===== src/rtl/i2c_pkg.sv =====
// i2c_pkg: shared arbiter state encoding and latched master command
package i2c_pkg;
  typedef enum logic [2:0] {IDLE, ISSUE, BUSY, OK, FAIL, GAP} arb_state_t;
  typedef struct packed {
    logic       rden;
    logic       wren;
    logic [7:0] addr;
    logic [7:0] wdata;
  } i2c_cmd_t;
endpackage


===== src/rtl/i2c_txn_arbiter_rr_pick.sv =====
// rr_pick: first set request at or after ptr, wrapping around
module rr_pick #(
  parameter int NREQ = 4,
  localparam int IW = $clog2(NREQ)
) (
  input  logic [NREQ-1:0] req_i,
  input  logic [IW-1:0]   ptr_i,
  output logic [NREQ-1:0] oh_o,
  output logic [IW-1:0]   idx_o,
  output logic            vld_o
);
  // scan from the farthest offset down so the nearest hit is written last
  always_comb begin
    oh_o = '0;
    idx_o = '0;
    vld_o = 1'b0;
    for (int i = NREQ - 1; i >= 0; i--) begin
      if (req_i[(int'(ptr_i) + i) % NREQ]) begin
        idx_o = IW'((int'(ptr_i) + i) % NREQ);
        oh_o = NREQ'(1) << ((int'(ptr_i) + i) % NREQ);
        vld_o = 1'b1;
      end
    end
  end
endmodule


===== src/rtl/i2c_txn_arbiter.sv =====
// i2c_txn_arbiter: round-robin share of one I2C master among NREQ requesters
module i2c_txn_arbiter #(
  parameter int NREQ = 4,
  parameter int TIMEOUT = 4096,
  parameter int GAP = 2
) (
  input  logic              clk_i,
  input  logic              reset_i,
  input  logic [NREQ-1:0]   req_i,
  input  logic [NREQ-1:0]   req_rden_i,
  input  logic [NREQ-1:0]   req_wren_i,
  input  logic [8*NREQ-1:0] req_addr_i,
  input  logic [8*NREQ-1:0] req_wdata_i,
  output logic [NREQ-1:0]   gnt_o,
  output logic [NREQ-1:0]   done_o,
  output logic [NREQ-1:0]   err_o,
  output logic [7:0]        rdata_o,
  output logic              m_ce_o,
  output logic              m_rden_o,
  output logic              m_wren_o,
  output logic [7:0]        m_addr_o,
  output logic [7:0]        m_wdata_o,
  input  logic              m_ready_i,
  input  logic              m_error_i,
  input  logic [7:0]        m_rdata_i
);
  import i2c_pkg::*;
  localparam int IW = $clog2(NREQ);
  localparam int TW = $clog2(TIMEOUT + 1);
  localparam int GW = $clog2(GAP + 1);
  arb_state_t      state_q, state_d;
  i2c_cmd_t        cmd_q, cmd_d;
  logic [IW-1:0]   own_q, own_d, ptr_q, ptr_d, pick_idx;
  logic [NREQ-1:0] own_oh_q, own_oh_d, pick_oh;
  logic [TW-1:0]   timer_q, timer_d;
  logic [GW-1:0]   gap_q, gap_d;
  logic [7:0]      rdata_q, rdata_d;
  logic            ce_q, ce_d, rdy_q, pick_vld, rise;

  rr_pick #(.NREQ(NREQ)) u_pick (
    .req_i(req_i),
    .ptr_i(ptr_q),
    .oh_o(pick_oh),
    .idx_o(pick_idx),
    .vld_o(pick_vld)
  );

  assign rise = m_ready_i & ~rdy_q;

  always_comb begin
    state_d = state_q;
    cmd_d = cmd_q;
    own_d = own_q;
    own_oh_d = own_oh_q;
    ptr_d = ptr_q;
    timer_d = timer_q;
    gap_d = gap_q;
    rdata_d = rdata_q;
    ce_d = ce_q;
    case (state_q)
      IDLE: if (pick_vld) begin
        own_d = pick_idx;
        own_oh_d = pick_oh;
        state_d = ISSUE;
      end
      ISSUE: begin
        cmd_d.rden = req_rden_i[own_q];
        cmd_d.wren = req_wren_i[own_q] & ~req_rden_i[own_q];
        cmd_d.addr = req_addr_i[own_q*8 +: 8];
        cmd_d.wdata = req_wdata_i[own_q*8 +: 8];
        ce_d = 1'b1;
        timer_d = TW'(TIMEOUT);
        state_d = BUSY;
      end
      // error beats a ready edge; a ready edge beats the last timer tick
      BUSY: begin
        timer_d = timer_q - 1'b1;
        if (m_error_i || (!rise && timer_q == TW'(1))) begin
          ce_d = 1'b0;
          state_d = FAIL;
        end else if (rise) begin
          ce_d = 1'b0;
          rdata_d = cmd_q.rden ? m_rdata_i : 8'h00;
          state_d = OK;
        end
      end
      OK, FAIL: begin
        gap_d = GW'(GAP - 1);
        state_d = i2c_pkg::GAP;
      end
      default: if (gap_q == '0) begin
        ptr_d = (own_q == IW'(NREQ - 1)) ? '0 : own_q + 1'b1;
        state_d = IDLE;
      end else gap_d = gap_q - 1'b1;
    endcase
  end

  always_ff @(posedge clk_i or posedge reset_i) begin
    if (reset_i) begin
      state_q <= IDLE;
      cmd_q <= '0;
      own_q <= '0;
      own_oh_q <= '0;
      ptr_q <= '0;
      timer_q <= '0;
      gap_q <= '0;
      rdata_q <= '0;
      ce_q <= 1'b0;
      rdy_q <= 1'b0;
    end else begin
      state_q <= state_d;
      cmd_q <= cmd_d;
      own_q <= own_d;
      own_oh_q <= own_oh_d;
      ptr_q <= ptr_d;
      timer_q <= timer_d;
      gap_q <= gap_d;
      rdata_q <= rdata_d;
      ce_q <= ce_d;
      rdy_q <= m_ready_i;
    end
  end

  assign gnt_o = ce_q ? own_oh_q : '0;
  assign done_o = (state_q == OK) ? own_oh_q : '0;
  assign err_o = (state_q == FAIL) ? own_oh_q : '0;
  assign rdata_o = (state_q == OK) ? rdata_q : 8'h00;
  assign m_ce_o = ce_q;
  assign m_rden_o = cmd_q.rden;
  assign m_wren_o = cmd_q.wren;
  assign m_addr_o = cmd_q.addr;
  assign m_wdata_o = cmd_q.wdata;
endmodule


===== config.mk =====
export PLATFORM = sky130hd
export DESIGN_NAME = i2c_txn_arbiter
export DESIGN_NICKNAME = d
export VERILOG_FILES = /design/src/rtl/i2c_pkg.sv /design/src/rtl/i2c_txn_arbiter_rr_pick.sv /design/src/rtl/i2c_txn_arbiter.sv
export SDC_FILE = /design/constraint.sdc
export NUM_CORES = 1
export LEC_CHECK = 0
export CORE_MARGIN = 4
export CORE_UTILIZATION = 49
export CTS_CLUSTER_SIZE = 40
export DETAILED_ROUTE_END_ITERATION = 8
export PLACE_DENSITY = 0.87
export RECOVER_POWER = 100
export SYNTH_ARGS = -nofsm -noshare
export SYNTH_HDL_FRONTEND = slang
export SYNTH_SLANG_ARGS = --single-unit

===== constraint.sdc =====
create_clock -name clk_i -period 3.75 [get_ports clk_i]
set_clock_uncertainty 0.1 [all_clocks]
set_input_delay 0.75 -clock clk_i [delete_from_list [all_inputs] [get_ports clk_i]]
set_output_delay 0.75 -clock clk_i [all_outputs]
set_load 0.01 [all_outputs]

# Word-level counts from Yosys, hierarchy flattened
# Cells that the tools add are included.
[word_totals]
ff_bits = 54
input_bits = 88
out_inout_bits = 39
word_cells = 112
[classes]
addsub = 6
n_lt_le_gt_ge = 5
eq_ne = 9
n_shift = 6
mux = 44
bitwise = 10
n_reduce_logical = 19
[op_table]
columns = ["cell", "count"]
rows = [
  ["$shl A1 B32 Y4 const A", 3],
  ["$shiftx A32 B6 Y8", 2],
  ["$mux W4", 7],
  ["$pmux W13 S2", 1],
  ["$mux W8", 2],
  ["$mux W1", 15],
  ["$eq A13 B1 Y1 const B", 1],
  ["$sub A13 B1 Y13 const B", 1],
  ["$bmux W1 S2", 6],
  ["$lt A3 B4 Y1 const B", 3],
  ["$mux W2", 6],
  ["$mux W3", 4],
  ["$pmux W3 S4", 1],
  ["$reduce_and A2 Y1", 4],
  ["$reduce_or A2 Y1", 4],
  ["$eq A3 B2 Y1 const B", 2],
  ["$lt A2 B3 Y1 const B", 2],
  ["$reduce_and A3 Y1", 2],
  ["$not A1 Y1", 5],
  ["$reduce_bool A5 Y1", 1],
  ["$reduce_or A5 Y1", 1],
  ["$add A2 B1 Y2 const B", 2],
  ["$add A2 B2 Y2 const B", 2],
  ["$pmux W2 S2", 1],
  ["18 further kinds", 21],
]

# Logic depth before layout (Yosys ltp)
[logic_depth]
word_depth = 12
mapped_depth = 9
mapped_depth_nobuf = 7

# Cells and area by module
# Synthesis repeated with hierarchy kept, for this count alone.
[unflattened]
cells_unflattened = 323
hier_area_um2 = 3497.1
[modules_own_cells]
columns = ["module", "instances", "cells_per_inst", "area_per_inst_um2", "seq_area_each_um2"]
rows = [
  ["i2c_txn_arbiter", 1, 262, 2987.9, 1351.3],
  ["rr_pick", 1, 61, 509.2, 0.0],
]

# Least setup slack after synthesis
# OpenSTA, ideal clock, no wires.
[synth_timing]
kind = "reg-to-reg"
from = "reg ptr_q[1]"
to = "reg own_oh_q[0]"
setup_ps = 126
arrival_time_ps = 2243
required_time_ps = 3524
setup_slack_ps = 1281
path_stages_with_launch = 10
path_buffers = 2
period_less_slack_ps = 2469
cell_sequence = "dfrtp_1 -> clkbuf_1 -> inv_1 -> ha_1 -> buf_6 -> mux2_4 -> and2_4 -> a211oi_1 -> a211oi_1 -> a221o_1"
[synth_between]
elab_chain_cells = 9
elab_cells_between_ends = 33
classes_between = "add/sub: 3; shift: 4; mux: 19; bitwise: 3; reduce/logical: 4"
[synth_rtl]
columns = ["element", "line_no", "source"]
rows = [
  ["start, declared", "i2c_txn_arbiter.sv:33", "logic [IW-1:0] own_q, own_d, ptr_q, ptr_d, pick_idx;"],
  ["start signal, assigned", "i2c_txn_arbiter.sv:115", "ptr_q <= ptr_d;"],
  ["$add A2 B2 Y2", "i2c_txn_arbiter_rr_pick.sv:18, i2c_txn_arbiter_rr_pick.sv:20", ""],
  ["$bmux W1 S2", "i2c_txn_arbiter_rr_pick.sv:18", "if (req_i[(int'(ptr_i) + i) % NREQ]) begin"],
  ["$mux W1 (not written as such) (2 in a row)", "i2c_txn_arbiter_rr_pick.sv:18", ""],
  ["$mux W1 (4 in a row)", "i2c_txn_arbiter_rr_pick.sv:18", ""],
  ["$reduce_and A2 Y1 (no source line)", "-", ""],
  ["end signal, assigned", "i2c_txn_arbiter.sv:114", "own_oh_q <= own_oh_d;"],
  ["end, declared", "i2c_txn_arbiter.sv:34", "logic [NREQ-1:0] own_oh_q, own_oh_d, pick_oh;"],
]
# Parallel ways exist; a longest one is shown, timed or not. The select of a mux whose other input is x is not followed.
# A chain may end at the register's enable or synchronous reset.

# Worst setup path in the final report
[layout_timing]
from = "reg state_q[2]"
to = "out rdata_o[1]"
[layout_between]
elab_chain_cells = 2
[layout_rtl]
columns = ["element", "line_no", "source"]
rows = [
  ["start, declared", "i2c_txn_arbiter.sv:31", "arb_state_t state_q, state_d;"],
  ["start signal, assigned", "i2c_txn_arbiter.sv:111", "state_q <= state_d;"],
  ["$eq A3 B2 Y1", "i2c_txn_arbiter.sv:127", "assign rdata_o = (state_q == OK) ? rdata_q : 8'h00;"],
  ["$mux W8", "i2c_txn_arbiter.sv:127", ""],
  ["end, declared", "i2c_txn_arbiter.sv:17", "output logic [7:0] rdata_o,"],
]
# Every way passes these cells.

==> impl_metrics.toml <==
[min_path]
hold_start = "m_wdata_o[6]"
hp-class = "reg -> reg"
hold_path_depth = 2

[setup_path]
r2r_cells = 7
path_cells = "nor2b_1, and3_1, dlygate4sd3_1"
ff2ff_setup_slack_ps = 640
cp-endpoint = "rdata_o[1]"
critPathKind = "reg -> out"
cpPeakStageDelay_ps = 730
r2r-end = "own_q[0]"
rr_startpoint = "ptr_q[0]"
cp-startpoint = "state_q[2]"
worstSetupStartpointType = "flip-flop"
critPathCaptureType = "primary output"
cp.required_ps = 2900
cp.arrival_ps = 2510
path_max_fanout = 17
cp_slowest_cell = "nor2b_1"

[logic_synthesis]
yosys_warnings = 0
synthCells = 354
synth-edff-count = 0
ys_seq_elements = 54
syn-num-nets = 454
syn_area_per_cell_um2 = 9.71
ys.flop_type = "dfrtp_1"
syn_area_um2 = 3440
ys_seq_area_share_pct = 39.3
synthArstFlopShare_pct = 100
ys_types = 50

[drt]
drc = 0
postRouteWirelength_mm = 9.12
viasPerCell = 5.58
drt-initial-drc-count = 155
antenna_left = 0
first_pass_iters = 4
wl_per_cell_um = 16.1
via_count = 3156

[layout]
drive_gt1_share_pct = 8.30
final_common_cell = "nand2_1"
diodes = 0
final_cell_mix = "90 x nand2_1, 84 x clkdlybuf4s50_1, 54 x dfrtp_1"
nets = 569
syn2layout_area_growth_pct = 40.3

[sta]
finalSetupViolCount = 0
period_minus_slack_ps = 3360
rsz0062_at_grt = "false"
fmax_mhz = 298
hold_slack_ps = 377
finalHoldViolations = 0
setup_tns_ps = 0
tightest_slew_ps = 1180
period_share_pct = 89.6
max_slew_margin_pct = 21.4
slew_viol_final = 0

[die]
die_w_um = 91.8
coreArea_um2 = 6790
pin_count = 127
die_h_um = 91.8
start_util_pct = 50.6
die_area_um2 = 8420
rows = 30

[placement]
globalplace.congestion = 0.760
port_buffers = 126
dp_hpwl_mm = 7.11

[clock_tree]
hold_buffers = 0
cts-root-buf = "clkbuf_8"
cts_buffer_depth = 2
path_clk_slew_ps = 100
clkLatencyLatePin_ps = 310
cts_resized = 0
cts_buffers = 5
cts.sinks = 54
cts_tree = "done"
postCtsSetupRepairBufs = 0
htreeDepth = 2

[power]
p_leak_nw = 2.16
ir_drop_mv = 0.556
p_per_area_nw_per_um2 = 672

[global_route]
antenna_found_initial = 0
grt_pass1_vias = 3159
grt_use_total_pct = 22.2
grt_overflow = 0
grt_max_degree = 32
grt_pass1_wl_mm = 15.3

[status]
status = "completed"

[flow_run]
maxCapViolations = 0
## kinds of logic after synthesis
group | count (synthesis) | synth area share (%)
AO/OA/AOI/OAI | 55 | 10.6
adder cells (fa/ha/maj) | 12 | 4.37
buffers and inverters | 31 | 4.30
flip-flops | 54 | 39.3
multiplexers | 33 | 17.1
AND/OR/NAND/NOR | 169 | 24.2
## sequential cells by signal, indices dropped and copies added, names as in the netlist
register   cells
gap_q          2
ptr_q          2
rdata_q        8
state_q        3
m_ce_o         1
m_wren_o       1
rdy_q          1
m_addr_o       8
m_rden_o       1
timer_q       13
own_oh_q       4
own_q          2
m_wdata_o      8
## where the power goes
group	switching, mW	internal (mW)	total [mW]
Clock	0.195	0.200	0.395
Combinational	0.799	0.846	1.65
Sequential	0.368	0.829	1.20
## metrics by stage
step	util, %	cell area, um^2	total power, mW	setup WS (ps)	cells
after floorplan	-	3440	2.32	1280	354
after global placement	69.7	4730	2.85	952	558
after detailed placement	69.7	4730	2.95	806	558
after CTS	71.3	4850	3.35	460	566
after global routing	71.0	4820	3.50	198	566
final	71.0	4820	3.24	389	566
## cell usage after synthesis (3+ instances only)
master	n	area share, %
a211oi_1	9	2.0
a21oi_1	4	0.58
a221o_1	4	1.2
a31oi_1	4	0.73
and2_1	6	1.1
and3_1	20	3.6
buf_2	3	0.44
buf_6	3	0.98
clkbuf_1	13	1.4
dfrtp_1	54	39
ha_1	12	4.4
inv_1	8	0.87
mux2_2	3	0.98
mux2i_1	7	2.0
mux4_2	18	12
nand2_1	90	9.8
nand2b_1	6	1.1
nand3_1	5	0.73
nand3b_1	4	0.87
nor2_1	19	2.1
nor3_1	4	0.58
o211ai_1	5	1.1
o21ai_0	19	2.8
## critical path, delay by kind of cell, from the launching register on
| family | cells | cell delay (ps) |
|---|---|---|
| flip-flops | 1 | 570 |
| AND/OR/NAND/NOR | 2 | 1000 |
| buffers and inverters | 1 | 630 |
## area by class of cell
type	count	area [um^2]
fillers	530	1970
multi-input cells	269	1920
flip-flops and latches	54	1350
repair buffers	130	1280
well taps	96	120
clock buffers	5	68.8
clock inverters	3	43.8
inverters	9	33.8
## layer usage
metal	share of wire [%]	GRT usage, %
met5	0	0
met1	38	25.4
met2	55	41.5
met3	4.5	4.35
met4	2.3	6.93
## worst min-delay path by stage
stage	to	slack, ps
after global routing	m_addr_o[6]	410
after detailed placement	m_addr_o[4]	360
after floorplan	timer_q[10]	340
after global placement	m_addr_o[6]	360
after CTS	m_addr_o[4]	380
final	m_wdata_o[6]	380
(Power assumes the default switching activity.)
==> RTL change 1: new RTL, same flow settings <==
Put a register stage on the output `err_o`. The value now appears one clock later. The other outputs are not delayed to match.
--- a/src/rtl/i2c_txn_arbiter.sv
+++ b/src/rtl/i2c_txn_arbiter.sv
@@ -125,3 +125,5 @@
   assign done_o = (state_q == OK) ? own_oh_q : '0;
-  assign err_o = (state_q == FAIL) ? own_oh_q : '0;
+  always_ff @(posedge clk_i) begin
+    err_o <= (state_q == FAIL) ? own_oh_q : '0;
+  end
   assign rdata_o = (state_q == OK) ? rdata_q : 8'h00;
Behaviour: not the same (Yosys sat finds a counterexample within 4 cycles, from zero or initial values and one cycle with reset_i high).
==> RTL change 1 against the original RTL <==
Synthesized area up 1.2%; maximum frequency rose by 3.3%; count of clock-buffer cells in the layout up 6; combinational power increased by 7%; sequential cell count rose by 4; power up 13%; first-iteration DRC count shrank 15%; routed wire length rose by 5.9%; final area is 3.5% higher; worst setup slack better by 0.11 ns.
==> RTL change 1: results (changes against the original RTL) <==
<table>
<tr><th>Metric</th><th>Value</th></tr>
<tr><th colspan="2">Layout</th></tr>
<tr><td>Fillers</td><td>497 (was 530)</td></tr>
<tr><td>Combined area of the multi-input logic cells</td><td>0.001863 mm2 (was 0.001919 mm2)</td></tr>
<tr><td>Count of inverters other than clock inverters in the layout</td><td>23 (was 9)</td></tr>
<tr><td>Count of multi-input gates</td><td>256 (was 269)</td></tr>
<tr><td>Net count of the finished layout</td><td>578 (was 569)</td></tr>
<tr><td>Clock buffer cells</td><td>11 (was 5)</td></tr>
<tr><th colspan="2">Clock network</th></tr>
<tr><td>H-tree lvl count</td><td>3 (was 2)</td></tr>
<tr><td>Clock insertion delay at the later pin of the skew report</td><td>0.34 ns (was 0.31 ns)</td></tr>
<tr><td>CTS Buf Count</td><td>9 (was 5)</td></tr>
<tr><th colspan="2">Detailed routing</th></tr>
<tr><td>Routed WL</td><td>9664 um (was 9122 um)</td></tr>
<tr><td>Metal1 wirelength</td><td>3736 um (was 3504 um)</td></tr>
<tr><td>Met2 Wirelength</td><td>4930 um (was 4988 um)</td></tr>
<tr><td>Overall via count from detail_route</td><td>3216 (was 3156)</td></tr>
<tr><th colspan="2">Power</th></tr>
<tr><td>Clock Power</td><td>0.613 mW (was 0.395 mW)</td></tr>
<tr><td>Highest ir drop seen on vdd</td><td>0.3356 mV (was 0.5564 mV)</td></tr>
<tr><td>Leakage</td><td>2.234 nW (was 2.164 nW)</td></tr>
<tr><th colspan="2">Hold path</th></tr>
<tr><td>Cell depth of the worst hold path</td><td>1 (was 2)</td></tr>
<tr><th colspan="2">Yosys</th></tr>
<tr><td>Fraction of registers with async set/reset</td><td>93.10% (was 100.0%)</td></tr>
<tr><td>Mux cell area share after synthesis</td><td>16.08% (was 17.15%)</td></tr>
<tr><td>Post-synth top cells</td><td>nand2_1, dfrtp_1, inv_1 (was nand2_1, dfrtp_1, and3_1)</td></tr>
<tr><td>Area share of fa/ha/maj cells after synthesis</td><td>4.318% (was 4.368%)</td></tr>
<tr><td>Count of different cell masters after synthesis</td><td>47 (was 50)</td></tr>
<tr><td>Post-synthesis net count</td><td>458 (was 454)</td></tr>
<tr><th colspan="2">Run status</th></tr>
<tr><td>Status</td><td>completed (unchanged)</td></tr>
<tr><th colspan="2">Setup path</th></tr>
<tr><td>Worst Path Arrival</td><td>2.40 ns (was 2.51 ns)</td></tr>
<tr><td>Reg-to-Reg End</td><td>own_oh_q[1]$_DFFE_PP0P_ (was own_q[0]$_DFFE_PP0P_)</td></tr>
<tr><td>Peak fanout along the critical path</td><td>18 (was 17)</td></tr>
<tr><th colspan="2">Global route</th></tr>
<tr><td>Global-route wire length before repair</td><td>15420 um (was 15260 um)</td></tr>
<tr><td>GR Util All Layers</td><td>23.13% (was 22.22%)</td></tr>
<tr><td>Largest net degree at the start of global routing</td><td>38 (was 32)</td></tr>
<tr><td>Global routing usage on met3</td><td>7.465% (was 4.348%)</td></tr>
<tr><th colspan="2">STA</th></tr>
<tr><td>Slew at the pin with the worst max-slew slack</td><td>1.142 ns (was 1.179 ns)</td></tr>
</table>
RTL change 1: changes by cell type in the layout (fill, tap and decap cells not counted), moves of 4 or more:
cell / before / now
nand2_1: 90 / 69
inv_1: 9 / 23
nand3_1: 5 / 15
a211oi_1: 9 / 0
nor2_1: 19 / 12
clkbuf_8: 5 / 10
a211o_2: 0 / 4
and3_1: 20 / 16
dfxtp_1: 0 / 4
nor3_1: 4 / 8
o211ai_1: 5 / 1
o221ai_1: 0 / 4
RTL change 1: worst max-delay path by stage:
stage                                       from                 endpoint  slack [ns]  cells after the start
after floorplan                         req_i[3]  own_oh_q[0]$_DFFE_PP0P_        1.22                      4
after CTS                 state_q[2]$_DFFE_PP0P_                done_o[3]        0.55                      3
after detailed placement                req_i[3]  own_oh_q[1]$_DFFE_PP0P_        0.52                      5
final                     state_q[2]$_DFFE_PP0P_                done_o[3]        0.50                      3
after global placement                  req_i[3]  own_oh_q[2]$_DFFE_PP0P_        0.62                      5
after global routing      state_q[2]$_DFFE_PP0P_               rdata_o[7]        0.34                      3
RTL change 1: per-stage QoR:
| step | power (mW) | std cells | util [%] | instance area (um2) | hold slack (ns) |
|---|---|---|---|---|---|
| finish | 3.644 | 577 | 73.02 | 4989 | 0.3682 |
| global route | 3.897 | 577 | 73.02 | 4989 | 0.3989 |
| CTS | 3.727 | 577 | 73.30 | 5007 | 0.3723 |
| detailed placement | 3.099 | 563 | 70.27 | 4801 | 0.3636 |
| global placement | 3.000 | 563 | 70.27 | 4801 | 0.3569 |
| floorplan | 2.388 | 358 | - | 3477 | 0.3394 |
RTL change 1: critical path, stage by stage, from the launching register on:
cell and delay (ns):
dfrtp_1 0.54, nor2b_1 0.68, and3_1 0.24, dlygate4sd3_1 0.61
==> RTL change 2: new RTL, same flow settings <==
Without the edit above. `NREQ` is set to 4 in 2 places; all go to 8.
--- a/src/rtl/i2c_txn_arbiter_rr_pick.sv
+++ b/src/rtl/i2c_txn_arbiter_rr_pick.sv
@@ -2,3 +2,3 @@
 module rr_pick #(
-  parameter int NREQ = 4,
+  parameter int NREQ = 8,
   localparam int IW = $clog2(NREQ)
--- a/src/rtl/i2c_txn_arbiter.sv
+++ b/src/rtl/i2c_txn_arbiter.sv
@@ -2,3 +2,3 @@
 module i2c_txn_arbiter #(
-  parameter int NREQ = 4,
+  parameter int NREQ = 8,
   parameter int TIMEOUT = 4096,
Interface: changed (8 resized); port bits go from 127 to 215. The function was not compared with the original's and may differ.
==> RTL change 2 against the original RTL <==
The run now ends with max-capacitance violations, max-slew violations left; final area up 61%; clock power up 45%; sequential cell count up 6; worst setup slack worse by 0.046 ns; synthesized cell count up 51%; maximum frequency down 1.4%; synthesized area up 56%; routed wire length up 110%; power up 93%; die area up 51%; hold slack worse by 0.0063 ns; critical endpoint is now own_q[1]$_DFFE_PP0P_; largest power group unchanged.
==> RTL change 2: results (changes against the original RTL) <==
<table>
<tr><th>Metric</th><th>Value</th></tr>
<tr><th colspan="2">Layout</th></tr>
<tr><td>Non-clock buffer area fraction after layout</td><td>29.11% (was 26.63%)</td></tr>
<tr><td>Number of cells in the finished layout apart from fillers</td><td>876 (was 566)</td></tr>
<tr><td>Flip-flop and latch count</td><td>60 (was 54)</td></tr>
<tr><td>Sequential standard cell area</td><td>0.001501 mm2 (was 0.001351 mm2)</td></tr>
<tr><th colspan="2">Detailed routing</th></tr>
<tr><td>Number of detailed-route iterations in the first pass</td><td>5 (was 4)</td></tr>
<tr><td>Metal1 wirelength</td><td>7160 um (was 3504 um)</td></tr>
<tr><th colspan="2">Power</th></tr>
<tr><td>Clock Power</td><td>0.574 mW (was 0.395 mW)</td></tr>
<tr><td>Leakage</td><td>3.083 nW (was 2.164 nW)</td></tr>
<tr><th colspan="2">Placed design</th></tr>
<tr><td>Placer congestion estimate</td><td>0.9482 (was 0.7595)</td></tr>
<tr><td>Placed instance area</td><td>0.007599 mm2 (was 0.004735 mm2)</td></tr>
<tr><td># placed instances</td><td>861 (was 558)</td></tr>
<tr><td>Final HPWL from detailed placement</td><td>15180 um (was 7109 um)</td></tr>
<tr><th colspan="2">STA</th></tr>
<tr><td>Max Transition Viols Final</td><td>35 (was 0)</td></tr>
<tr><th colspan="2">Job</th></tr>
<tr><td>Max Cap Viol</td><td>1 (was 0)</td></tr>
<tr><th colspan="2">Setup path</th></tr>
<tr><td>Slowest-stage cell, CP</td><td>ha_1 (was nor2b_1)</td></tr>
<tr><td>Family with the most delay on the worst path</td><td>multiplexers (was simple AND/OR/NAND/NOR gates)</td></tr>
<tr><th colspan="2">Run status</th></tr>
<tr><td>Status</td><td>finished with violations (was completed)</td></tr>
<tr><td>Violated checks</td><td>max-capacitance violations, max-slew violations</td></tr>
<tr><th colspan="2">Hold path</th></tr>
<tr><td>Cell depth of the worst hold path</td><td>1 (was 2)</td></tr>
<tr><th colspan="2">Yosys</th></tr>
<tr><td>Top area cells in the synthesized netlist</td><td>dfrtp_1, mux4_2, mux2i_1, and2_1, ha_1 (was dfrtp_1, mux4_2, nand2_1, ha_1, and3_1)</td></tr>
</table>
==> RTL change 2: cell count changes after synthesis, moves of 11 or more <==
| cell | change |
|---|---|
| mux2i_1 | +15 |
| nand3_1 | +14 |
| a21oi_1 | +24 |
| nor2_1 | +13 |
| nand2_1 | -42 |
| mux4_2 | +34 |
| inv_1 | +11 |
| and2_1 | +28 |
==> RTL change 2: how the worst max path moves through the flow <==
stage          depth (start not counted)                       to  slack [ns]
4_1_cts                                8     own_q[1]$_DFFE_PP0P_        0.41
3_3_place_gp                           7  own_oh_q[1]$_DFFE_PP0P_        0.41
2_1_floorplan                         11  own_oh_q[0]$_DFFE_PP0P_        0.50
6_report                               8     own_q[1]$_DFFE_PP0P_        0.34
3_5_place_dp                           7     own_q[1]$_DFFE_PP0P_        0.30
5_1_grt                                9  own_oh_q[5]$_DFFE_PP0P_        0.12
==> RTL change 2: per-layer routing <==
metal,global-route usage [%],vias up
li1,-,2464
met1,35.92,2673
met5,0,-
met4,11.22,0
met3,6.307,56
met2,52.57,284
